===== src/rtl/l1_sst_gain_bank_if.sv =====
// Bundle of sweep-control, per-channel drive inputs and gain outputs for l1_sst_gain_bank.
// Latency: none (wiring only).
// Backpressure: none; the sweep strobe is fire-and-forget and the busy/overrun flags report collisions.
interface l1_sst_gain_bank_if #(
    parameter int WIDTH = 18,
    parameter int NCH   = 4
);
    logic                   clk_en;
    logic                   flush;
    logic [NCH*WIDTH-1:0]   matrix_in;
    logic [NCH*WIDTH-1:0]   fb1_in;
    logic [NCH*WIDTH-1:0]   fb2_in;
    logic [NCH-1:0]         bypass;
    logic                   overrun_clr;
    logic [NCH*WIDTH-1:0]   gain_out;
    logic                   gain_valid;
    logic                   busy;
    logic                   overrun;

    // Source side: sweep strobe and drive inputs out, gains and status in.
    modport master (
        output clk_en, flush, matrix_in, fb1_in, fb2_in, bypass, overrun_clr,
        input  gain_out, gain_valid, busy, overrun
    );

    // Gain bank side.
    modport slave (
        input  clk_en, flush, matrix_in, fb1_in, fb2_in, bypass, overrun_clr,
        output gain_out, gain_valid, busy, overrun
    );
endinterface


===== src/rtl/l1_sst_gain_bank.sv =====
// Multi-channel SST+ apical gain: weighted drive -> rise/decay leaky integrator -> clamped 1.0+state gain.
// Latency: lane k updates k+1 clks after clk_en; gain_valid pulses NCH+1 clks after clk_en.
// Backpressure: none; clk_en while a sweep is active is dropped and latches the sticky overrun flag.
module l1_sst_gain_bank #(
    parameter int WIDTH           = 18,
    parameter int FRAC            = 14,
    parameter int NCH             = 4,
    parameter int TAU_RISE_SHIFT  = 7,
    parameter int TAU_DECAY_SHIFT = 7,
    parameter int W_MTX           = 4915,
    parameter int W_FB1           = 4915,
    parameter int W_FB2           = 4915,
    parameter int GAIN_MIN        = 4096,
    parameter int GAIN_MAX        = 32768
) (
    input  logic                 clk,
    input  logic                 rst,
    l1_sst_gain_bank_if.slave    bus
);

    localparam int CH_W = (NCH > 1) ? $clog2(NCH) : 1;
    localparam int PW   = 2 * WIDTH;
    localparam int SUMW = 2 * WIDTH + 2;

    localparam logic [CH_W-1:0]        CH_LAST  = CH_W'(NCH - 1);
    localparam logic signed [PW-1:0]   W_M_X    = PW'(W_MTX);
    localparam logic signed [PW-1:0]   W_F1_X   = PW'(W_FB1);
    localparam logic signed [PW-1:0]   W_F2_X   = PW'(W_FB2);
    localparam logic signed [SUMW-1:0] D_MAX    = SUMW'((64'sd1 <<< (WIDTH - 1)) - 64'sd1);
    localparam logic signed [SUMW-1:0] D_MIN    = -D_MAX;
    localparam logic signed [WIDTH+1:0] S_MAX   = (WIDTH + 2)'((64'sd1 <<< (WIDTH - 1)) - 64'sd1);
    localparam logic signed [WIDTH+1:0] S_MIN   = -S_MAX;
    localparam logic signed [WIDTH:0]  G_ONE    = (WIDTH + 1)'(64'sd1 <<< FRAC);
    localparam logic signed [WIDTH:0]  G_MIN    = (WIDTH + 1)'(GAIN_MIN);
    localparam logic signed [WIDTH:0]  G_MAX    = (WIDTH + 1)'(GAIN_MAX);
    localparam logic [WIDTH-1:0]       ONE_LANE = WIDTH'(64'sd1 <<< FRAC);

    typedef enum logic [1:0] {
        ST_IDLE  = 2'd0,
        ST_SWEEP = 2'd1,
        ST_DONE  = 2'd2
    } fsm_t;

    fsm_t                      fsm_q, fsm_d;
    logic [CH_W-1:0]           ch_q, ch_d;
    logic [NCH*WIDTH-1:0]      mtx_snap_q, mtx_snap_d;
    logic [NCH*WIDTH-1:0]      fb1_snap_q, fb1_snap_d;
    logic [NCH*WIDTH-1:0]      fb2_snap_q, fb2_snap_d;
    logic [NCH-1:0]            byp_snap_q, byp_snap_d;
    logic signed [WIDTH-1:0]   st_q [NCH];
    logic signed [WIDTH-1:0]   st_d [NCH];
    logic [NCH*WIDTH-1:0]      gain_q, gain_d;
    logic                      gain_valid_q, gain_valid_d;
    logic                      busy_q, busy_d;
    logic                      overrun_q, overrun_d;

    // Datapath for the channel currently addressed by ch_q.
    logic signed [WIDTH-1:0]   m_sel, f1_sel, f2_sel;
    logic                      byp_sel;
    logic signed [PW-1:0]      m_x, f1_x, f2_x;
    logic signed [PW-1:0]      p_m, p_f1, p_f2;
    logic signed [SUMW-1:0]    sum, sum_sh;
    logic signed [WIDTH-1:0]   drv;
    logic signed [WIDTH-1:0]   s_cur;
    logic signed [WIDTH:0]     diff, step;
    logic signed [WIDTH+1:0]   acc;
    logic signed [WIDTH-1:0]   filt, s_new;
    logic signed [WIDTH:0]     g_raw, g_clamp;
    logic [WIDTH-1:0]          g_lane;

    // Drive, leaky integrator step and gain clamp for one channel per clk.
    always_comb begin
        m_sel   = mtx_snap_q[int'(ch_q)*WIDTH +: WIDTH];
        f1_sel  = fb1_snap_q[int'(ch_q)*WIDTH +: WIDTH];
        f2_sel  = fb2_snap_q[int'(ch_q)*WIDTH +: WIDTH];
        byp_sel = byp_snap_q[ch_q];

        m_x  = {{WIDTH{m_sel[WIDTH-1]}},  m_sel};
        f1_x = {{WIDTH{f1_sel[WIDTH-1]}}, f1_sel};
        f2_x = {{WIDTH{f2_sel[WIDTH-1]}}, f2_sel};
        p_m  = m_x  * W_M_X;
        p_f1 = f1_x * W_F1_X;
        p_f2 = f2_x * W_F2_X;

        // Two guard bits keep the three-term sum exact before scaling back to Q.FRAC.
        sum    = {{2{p_m[PW-1]}}, p_m} + {{2{p_f1[PW-1]}}, p_f1} + {{2{p_f2[PW-1]}}, p_f2};
        sum_sh = sum >>> FRAC;
        if (sum_sh > D_MAX) begin
            drv = D_MAX[WIDTH-1:0];
        end else if (sum_sh < D_MIN) begin
            drv = D_MIN[WIDTH-1:0];
        end else begin
            drv = sum_sh[WIDTH-1:0];
        end

        // Rising and falling error use separate time constants; floor shift means a
        // positive residual below 2^TAU_RISE_SHIFT stalls, a negative one always moves.
        s_cur = st_q[ch_q];
        diff  = {drv[WIDTH-1], drv} - {s_cur[WIDTH-1], s_cur};
        if (!diff[WIDTH] && (diff != '0)) begin
            step = diff >>> TAU_RISE_SHIFT;
        end else begin
            step = diff >>> TAU_DECAY_SHIFT;
        end
        acc = {{2{s_cur[WIDTH-1]}}, s_cur} + {step[WIDTH], step};
        if (acc > S_MAX) begin
            filt = S_MAX[WIDTH-1:0];
        end else if (acc < S_MIN) begin
            filt = S_MIN[WIDTH-1:0];
        end else begin
            filt = acc[WIDTH-1:0];
        end
        s_new = byp_sel ? drv : filt;

        // Gain is 1.0 + state; only the output is clamped, the state keeps its full range.
        g_raw = {s_new[WIDTH-1], s_new} + G_ONE;
        if (g_raw > G_MAX) begin
            g_clamp = G_MAX;
        end else if (g_raw < G_MIN) begin
            g_clamp = G_MIN;
        end else begin
            g_clamp = g_raw;
        end
        g_lane = g_clamp[WIDTH-1:0];
    end

    // Sweep sequencing, snapshot capture, state/lane write-back and status flags.
    always_comb begin
        fsm_d        = fsm_q;
        ch_d         = ch_q;
        mtx_snap_d   = mtx_snap_q;
        fb1_snap_d   = fb1_snap_q;
        fb2_snap_d   = fb2_snap_q;
        byp_snap_d   = byp_snap_q;
        st_d         = st_q;
        gain_d       = gain_q;
        gain_valid_d = 1'b0;
        busy_d       = busy_q;
        overrun_d    = overrun_q;

        if (bus.overrun_clr) begin
            overrun_d = 1'b0;
        end
        // A collision set overrides a same-clk clear; flush swallows the strobe entirely.
        if (bus.clk_en && !bus.flush && (fsm_q != ST_IDLE)) begin
            overrun_d = 1'b1;
        end

        if (bus.flush) begin
            fsm_d  = ST_IDLE;
            ch_d   = '0;
            busy_d = 1'b0;
            gain_d = {NCH{ONE_LANE}};
            for (int k = 0; k < NCH; k++) begin
                st_d[k] = '0;
            end
        end else begin
            case (fsm_q)
                ST_IDLE: begin
                    if (bus.clk_en) begin
                        // Freeze inputs so every lane of one sweep sees the same instant.
                        mtx_snap_d = bus.matrix_in;
                        fb1_snap_d = bus.fb1_in;
                        fb2_snap_d = bus.fb2_in;
                        byp_snap_d = bus.bypass;
                        ch_d       = '0;
                        busy_d     = 1'b1;
                        fsm_d      = ST_SWEEP;
                    end
                end
                ST_SWEEP: begin
                    st_d[ch_q] = s_new;
                    gain_d[int'(ch_q)*WIDTH +: WIDTH] = g_lane;
                    if (ch_q == CH_LAST) begin
                        fsm_d = ST_DONE;
                    end else begin
                        ch_d = ch_q + CH_W'(1);
                    end
                end
                ST_DONE: begin
                    gain_valid_d = 1'b1;
                    busy_d       = 1'b0;
                    fsm_d        = ST_IDLE;
                end
                default: begin
                    fsm_d  = ST_IDLE;
                    busy_d = 1'b0;
                end
            endcase
        end
    end

    // All state and registered outputs; reset parks every lane at unity gain.
    always_ff @(posedge clk or posedge rst) begin
        if (rst) begin
            fsm_q        <= ST_IDLE;
            ch_q         <= '0;
            mtx_snap_q   <= '0;
            fb1_snap_q   <= '0;
            fb2_snap_q   <= '0;
            byp_snap_q   <= '0;
            for (int k = 0; k < NCH; k++) begin
                st_q[k] <= '0;
            end
            gain_q       <= {NCH{ONE_LANE}};
            gain_valid_q <= 1'b0;
            busy_q       <= 1'b0;
            overrun_q    <= 1'b0;
        end else begin
            fsm_q        <= fsm_d;
            ch_q         <= ch_d;
            mtx_snap_q   <= mtx_snap_d;
            fb1_snap_q   <= fb1_snap_d;
            fb2_snap_q   <= fb2_snap_d;
            byp_snap_q   <= byp_snap_d;
            for (int k = 0; k < NCH; k++) begin
                st_q[k] <= st_d[k];
            end
            gain_q       <= gain_d;
            gain_valid_q <= gain_valid_d;
            busy_q       <= busy_d;
            overrun_q    <= overrun_d;
        end
    end

    assign bus.gain_out   = gain_q;
    assign bus.gain_valid = gain_valid_q;
    assign bus.busy       = busy_q;
    assign bus.overrun    = overrun_q;

endmodule

===== src/flat_wrapper.sv =====
// flat-port wrapper written by rule: the top's interface ports become plain ports
module l1_sst_gain_bank_flat 
#(
    parameter int WIDTH           = 18,
    parameter int FRAC            = 14,
    parameter int NCH             = 4,
    parameter int TAU_RISE_SHIFT  = 7,
    parameter int TAU_DECAY_SHIFT = 7,
    parameter int W_MTX           = 4915,
    parameter int W_FB1           = 4915,
    parameter int W_FB2           = 4915,
    parameter int GAIN_MIN        = 4096,
    parameter int GAIN_MAX        = 32768
)
  (clk, rst, bus_clk_en, bus_flush, bus_matrix_in, bus_fb1_in, bus_fb2_in, bus_bypass, bus_overrun_clr, bus_gain_out, bus_gain_valid, bus_busy, bus_overrun);
  l1_sst_gain_bank_if #(.WIDTH(WIDTH), .NCH(NCH)) bus_i ();
  input  logic clk;
  input  logic rst;
  input wire logic [$bits(bus_i.clk_en)-1:0] bus_clk_en;
  input wire logic [$bits(bus_i.flush)-1:0] bus_flush;
  input wire logic [$bits(bus_i.matrix_in)-1:0] bus_matrix_in;
  input wire logic [$bits(bus_i.fb1_in)-1:0] bus_fb1_in;
  input wire logic [$bits(bus_i.fb2_in)-1:0] bus_fb2_in;
  input wire logic [$bits(bus_i.bypass)-1:0] bus_bypass;
  input wire logic [$bits(bus_i.overrun_clr)-1:0] bus_overrun_clr;
  output wire logic [$bits(bus_i.gain_out)-1:0] bus_gain_out;
  output wire logic [$bits(bus_i.gain_valid)-1:0] bus_gain_valid;
  output wire logic [$bits(bus_i.busy)-1:0] bus_busy;
  output wire logic [$bits(bus_i.overrun)-1:0] bus_overrun;
  assign bus_i.clk_en = bus_clk_en;
  assign bus_i.flush = bus_flush;
  assign bus_i.matrix_in = bus_matrix_in;
  assign bus_i.fb1_in = bus_fb1_in;
  assign bus_i.fb2_in = bus_fb2_in;
  assign bus_i.bypass = bus_bypass;
  assign bus_i.overrun_clr = bus_overrun_clr;
  assign bus_gain_out = bus_i.gain_out;
  assign bus_gain_valid = bus_i.gain_valid;
  assign bus_busy = bus_i.busy;
  assign bus_overrun = bus_i.overrun;
  l1_sst_gain_bank #(.WIDTH(WIDTH), .FRAC(FRAC), .NCH(NCH), .TAU_RISE_SHIFT(TAU_RISE_SHIFT), .TAU_DECAY_SHIFT(TAU_DECAY_SHIFT), .W_MTX(W_MTX), .W_FB1(W_FB1), .W_FB2(W_FB2), .GAIN_MIN(GAIN_MIN), .GAIN_MAX(GAIN_MAX)) u_core (.clk(clk), .rst(rst), .bus(bus_i));
endmodule

===== config.mk =====
export PLATFORM = sky130hd
export DESIGN_NAME = l1_sst_gain_bank_flat
export DESIGN_NICKNAME = d
export VERILOG_FILES = /design/src/rtl/l1_sst_gain_bank_if.sv /design/src/rtl/l1_sst_gain_bank.sv /design/src/flat_wrapper.sv
export SDC_FILE = /design/constraint.sdc
export NUM_CORES = 2
export LEC_CHECK = 0
export CAP_MARGIN = 5
export CORE_MARGIN = 8
export CORE_UTILIZATION = 30
export CTS_BUF_LIST = sky130_fd_sc_hd__clkbuf_8
export CTS_CLUSTER_SIZE = 30
export DETAILED_ROUTE_END_ITERATION = 8
export GPL_TIMING_DRIVEN = 0
export PLACE_DENSITY_LB_ADDON = 0.3
export SYNTH_ARGS = -nofsm -noshare
export SYNTH_HDL_FRONTEND = slang
export SYNTH_SLANG_ARGS = --single-unit
export TNS_END_PERCENT = 5

===== constraint.sdc =====
create_clock -name clk -period 38.1 [get_ports clk]
set_input_delay 7.62 -clock clk [delete_from_list [all_inputs] [get_ports clk]]
set_output_delay 7.62 -clock clk [all_outputs]
set_load 0.01 [all_outputs]

==> flow_summary.ini <==
[sta]
hold_viol = 0
relSlewSlack_pct = 18.6
worstMarginPinSlew_ns = 1.22
finalCritPeriodShare_pct = 50.4
fin_setup_tns_ns = 0
finalSetupViolations = 0
fin_crit_ns = 19.21
rsz0062_at_grt = false
finalMaxSlewViolations = 0
max_freq_mhz = 52.1
fin_skew_ns = 0.0711

[detailed_routing]
drc = 0
initialDrtViolationCount = 1414
route.vias.total = 25100
routedWlPerCell_um = 21.7
first_pass_iters = 7
wl_mm = 111
vias_per_cell = 4.89
ant_nets = 0

[grt]
grt_use_total_pct = 17.6
overflow = 0
grt_pass1_vias = 26800
grt_max_degree = 122
grt_pass1_wl_mm = 170
grt_antenna_before_repair = 5

[clocking]
numClockSinks = 371
insertion_delay_ns = 0.69
cts-buffers-inserted = 61
cts_tree = done
hold_buffers = 0
cts_buffer_depth = 3
ctsResizeCount = 0
htreeDepth = 2
cts.clk_slew.worst_paths_ns = 0.07
post_cts_buffers = 0
cts-root-buf = clkbuf_8

[yosys]
synth-edff-count = 0
synth_compound_area_share_pct = 9.70
yosysSeqAreaShare_pct = 27.0
postSynthAreaPerCell_um2 = 10.8
muxShareOfSynthArea_pct = 13.0
synth_seq_cells = 371
yosys.area_share.simple_pct = 6.33
syn_nets = 4114
synth_xor_area_share_pct = 1.86
synth_top_flop_cell = dfrtp_1
yosys_warnings = 0
async_reset_ff_share_pct = 100
synth_cell_types = 95
synth_cells = 3188
synth_adder_area_share_pct = 33.5
synth_top_family_by_area = adder cells
netlist_area_um2 = 34400

[layout]
final_util_pct = 35.7
drive_above_1_share_pct = 13.1
final_net_count = 4483
syn_to_final_growth_pct = 18.5
nFillCells = 11500

[floorplan]
die_w_um = 354
coreArea_um2 = 114000
start_util_pct = 30.1
ios = 300
core.rowCount = 124
die_area_um2 = 126000
die_y_um = 354

[critical_path]
critPathMaxStageDelay_ns = 0.94
cp.arrival_ns = 19.83
cp_data_required_time_ns = 38.72
worstSetupPathType = reg2reg
cp_max_fo = 10
cp-end-kind = flip-flop
start_kind = flip-flop
crit_slowest_cell = buf_1

[placed_design]
dp_hpwl_mm = 93.1
io_buffers = 299
gp_congestion = 0.909

[run_status]
outcome = finished clean

[hold_path]
hold_path_class = reg2reg

[flow_run]
drv_cap = 0
cells in the mapped netlist, types with 9 or more instances:
master | number | area [um2]
a211oi_1 | 12 | 90.1
a21o_1 | 25 | 188
a21oi_1 | 88 | 440
a22o_1 | 28 | 245
a22oi_1 | 10 | 75.1
a31oi_1 | 10 | 62.6
a32o_1 | 9 | 90.1
a32oi_1 | 13 | 114
and2_1 | 15 | 93.8
and3_1 | 15 | 93.8
buf_1 | 13 | 48.8
clkbuf_1 | 82 | 308
dfrtp_1 | 367 | 9180
fa_1 | 365 | 7310
ha_1 | 336 | 4200
inv_1 | 670 | 2510
mux2_2 | 232 | 2610
mux2i_1 | 17 | 170
mux4_2 | 74 | 1670
nand2_1 | 194 | 728
nand2b_1 | 14 | 87.6
nand3_1 | 35 | 175
nand4_1 | 17 | 106
nor2_1 | 60 | 225
nor3_1 | 27 | 135
nor4_1 | 9 | 56.3
o211ai_1 | 14 | 105
o21a_1 | 12 | 90.1
o21ai_0 | 141 | 706
o21ai_1 | 22 | 110
o22ai_1 | 12 | 75.1
or2_2 | 10 | 62.6
or3_1 | 12 | 75.1
xnor2_1 | 55 | 482
xor2_1 | 18 | 158
critical path: cells and delay by family (launching register included):
family                     cells  cell delay (ns)
xor gates and xnor gates       1             0.20
DFF                            1             0.42
buffers and inverters         14             4.36
and+or+nand+nor                9             2.41
adders and majority gates     12             4.98
AOI/OAI and AO/OA             21             5.91
muxes                          1             0.79
metal layers:
| metal | global-route usage, % | vias to the layer above | share of wire (%) |
|---|---|---|---|
| li1 | - | 11400 | - |
| met1 | 23.5 | 12900 | 44 |
| met2 | 30.6 | 608 | 49 |
| met3 | 2.28 | 105 | 4.7 |
| met4 | 3.64 | 2 | 1.8 |
| met5 | 0 | - | 0.0081 |
final timing paths:
check	start	endpoint	cells past startpoint	slack (ns)
max	u_core.ch_q[0]$_DFFE_PP0P_	u_core.bus.gain_out[50]$_DFFE_PP1P_	58	18.89
min	u_core.st_q[22]$_DFFE_PP0P_	u_core.st_q[22]$_DFFE_PP0P_	2	0.48
max reg2reg	u_core.ch_q[0]$_DFFE_PP0P_	u_core.bus.gain_out[50]$_DFFE_PP1P_	58	18.89
min in group asynchronous	rst	u_core.fb2_snap_q[51]$_DFFE_PP0P_	2	7.37
min reg2reg	u_core.st_q[22]$_DFFE_PP0P_	u_core.st_q[22]$_DFFE_PP0P_	2	0.48
max in group asynchronous	rst	u_core.st_q[60]$_DFFE_PP0P_	4	29.23
logic make-up after synthesis:
group | after synthesis
and+or+nand+nor | 447
xor gates and xnor gates | 73
adders and majority gates | 701
AOI/OAI and AO/OA | 493
muxes | 323
buffers and inverters | 780
DFF | 371
per-stage QoR:
step / setup slack (ns) / hold slack [ns] / std cells / cell area [um2]
floorplan: 20.18 / 0.445 / 3188 / 34400
global placement: 15.06 / 0.457 / 4999 / 39200
detailed placement: 19.10 / 0.465 / 5006 / 39400
CTS: 19.00 / 0.480 / 5117 / 40700
global route: 17.67 / 0.502 / 5121 / 40700
finish: 18.89 / 0.478 / 5121 / 40700
placed cells by master (no fill, tap or decap), types with 72 or more instances in the layout:
cell type	count
inv_1	684
o21ai_0	140
mux4_2	74
ha_1	336
clkbuf_1	82
clkbuf_8	72
nand2_1	194
fa_1	365
dfrtp_1	367
a21oi_1	88
mux2_2	232
clkdlybuf4s50_1	299
sequential cells by signal, indices dropped and copies added, names as in the netlist:
| signal | flops |
|---|---|
| u_core.bus.busy | 1 |
| u_core.ch_q | 2 |
| u_core.bus.overrun | 1 |
| u_core.fsm_q | 2 |
| u_core.st_q | 72 |
| u_core.fb2_snap_q | 72 |
| u_core.bus.gain_valid | 1 |
| u_core.byp_snap_q | 4 |
| u_core.fb1_snap_q | 72 |
| u_core.bus.gain_out | 72 |
| u_core.mtx_snap_q | 72 |
cell type report:
type,instances,area [um2],area share (%)
clock inverter,39,292,0.716
clock buffer,72,991,2.44
sequential,371,9290,22.8
tap,1512,1890,4.65
multi-input combinational,2037,22100,54.3
inverter,674,2540,6.24
buffer,106,427,1.05
timing repair buffer,306,3140,7.72
antenna,4,10.0,0.0246
Power is left out: the tool's default activity adds up to more than one toggle a clock period on the data nets, which glitch-free logic cannot reach.
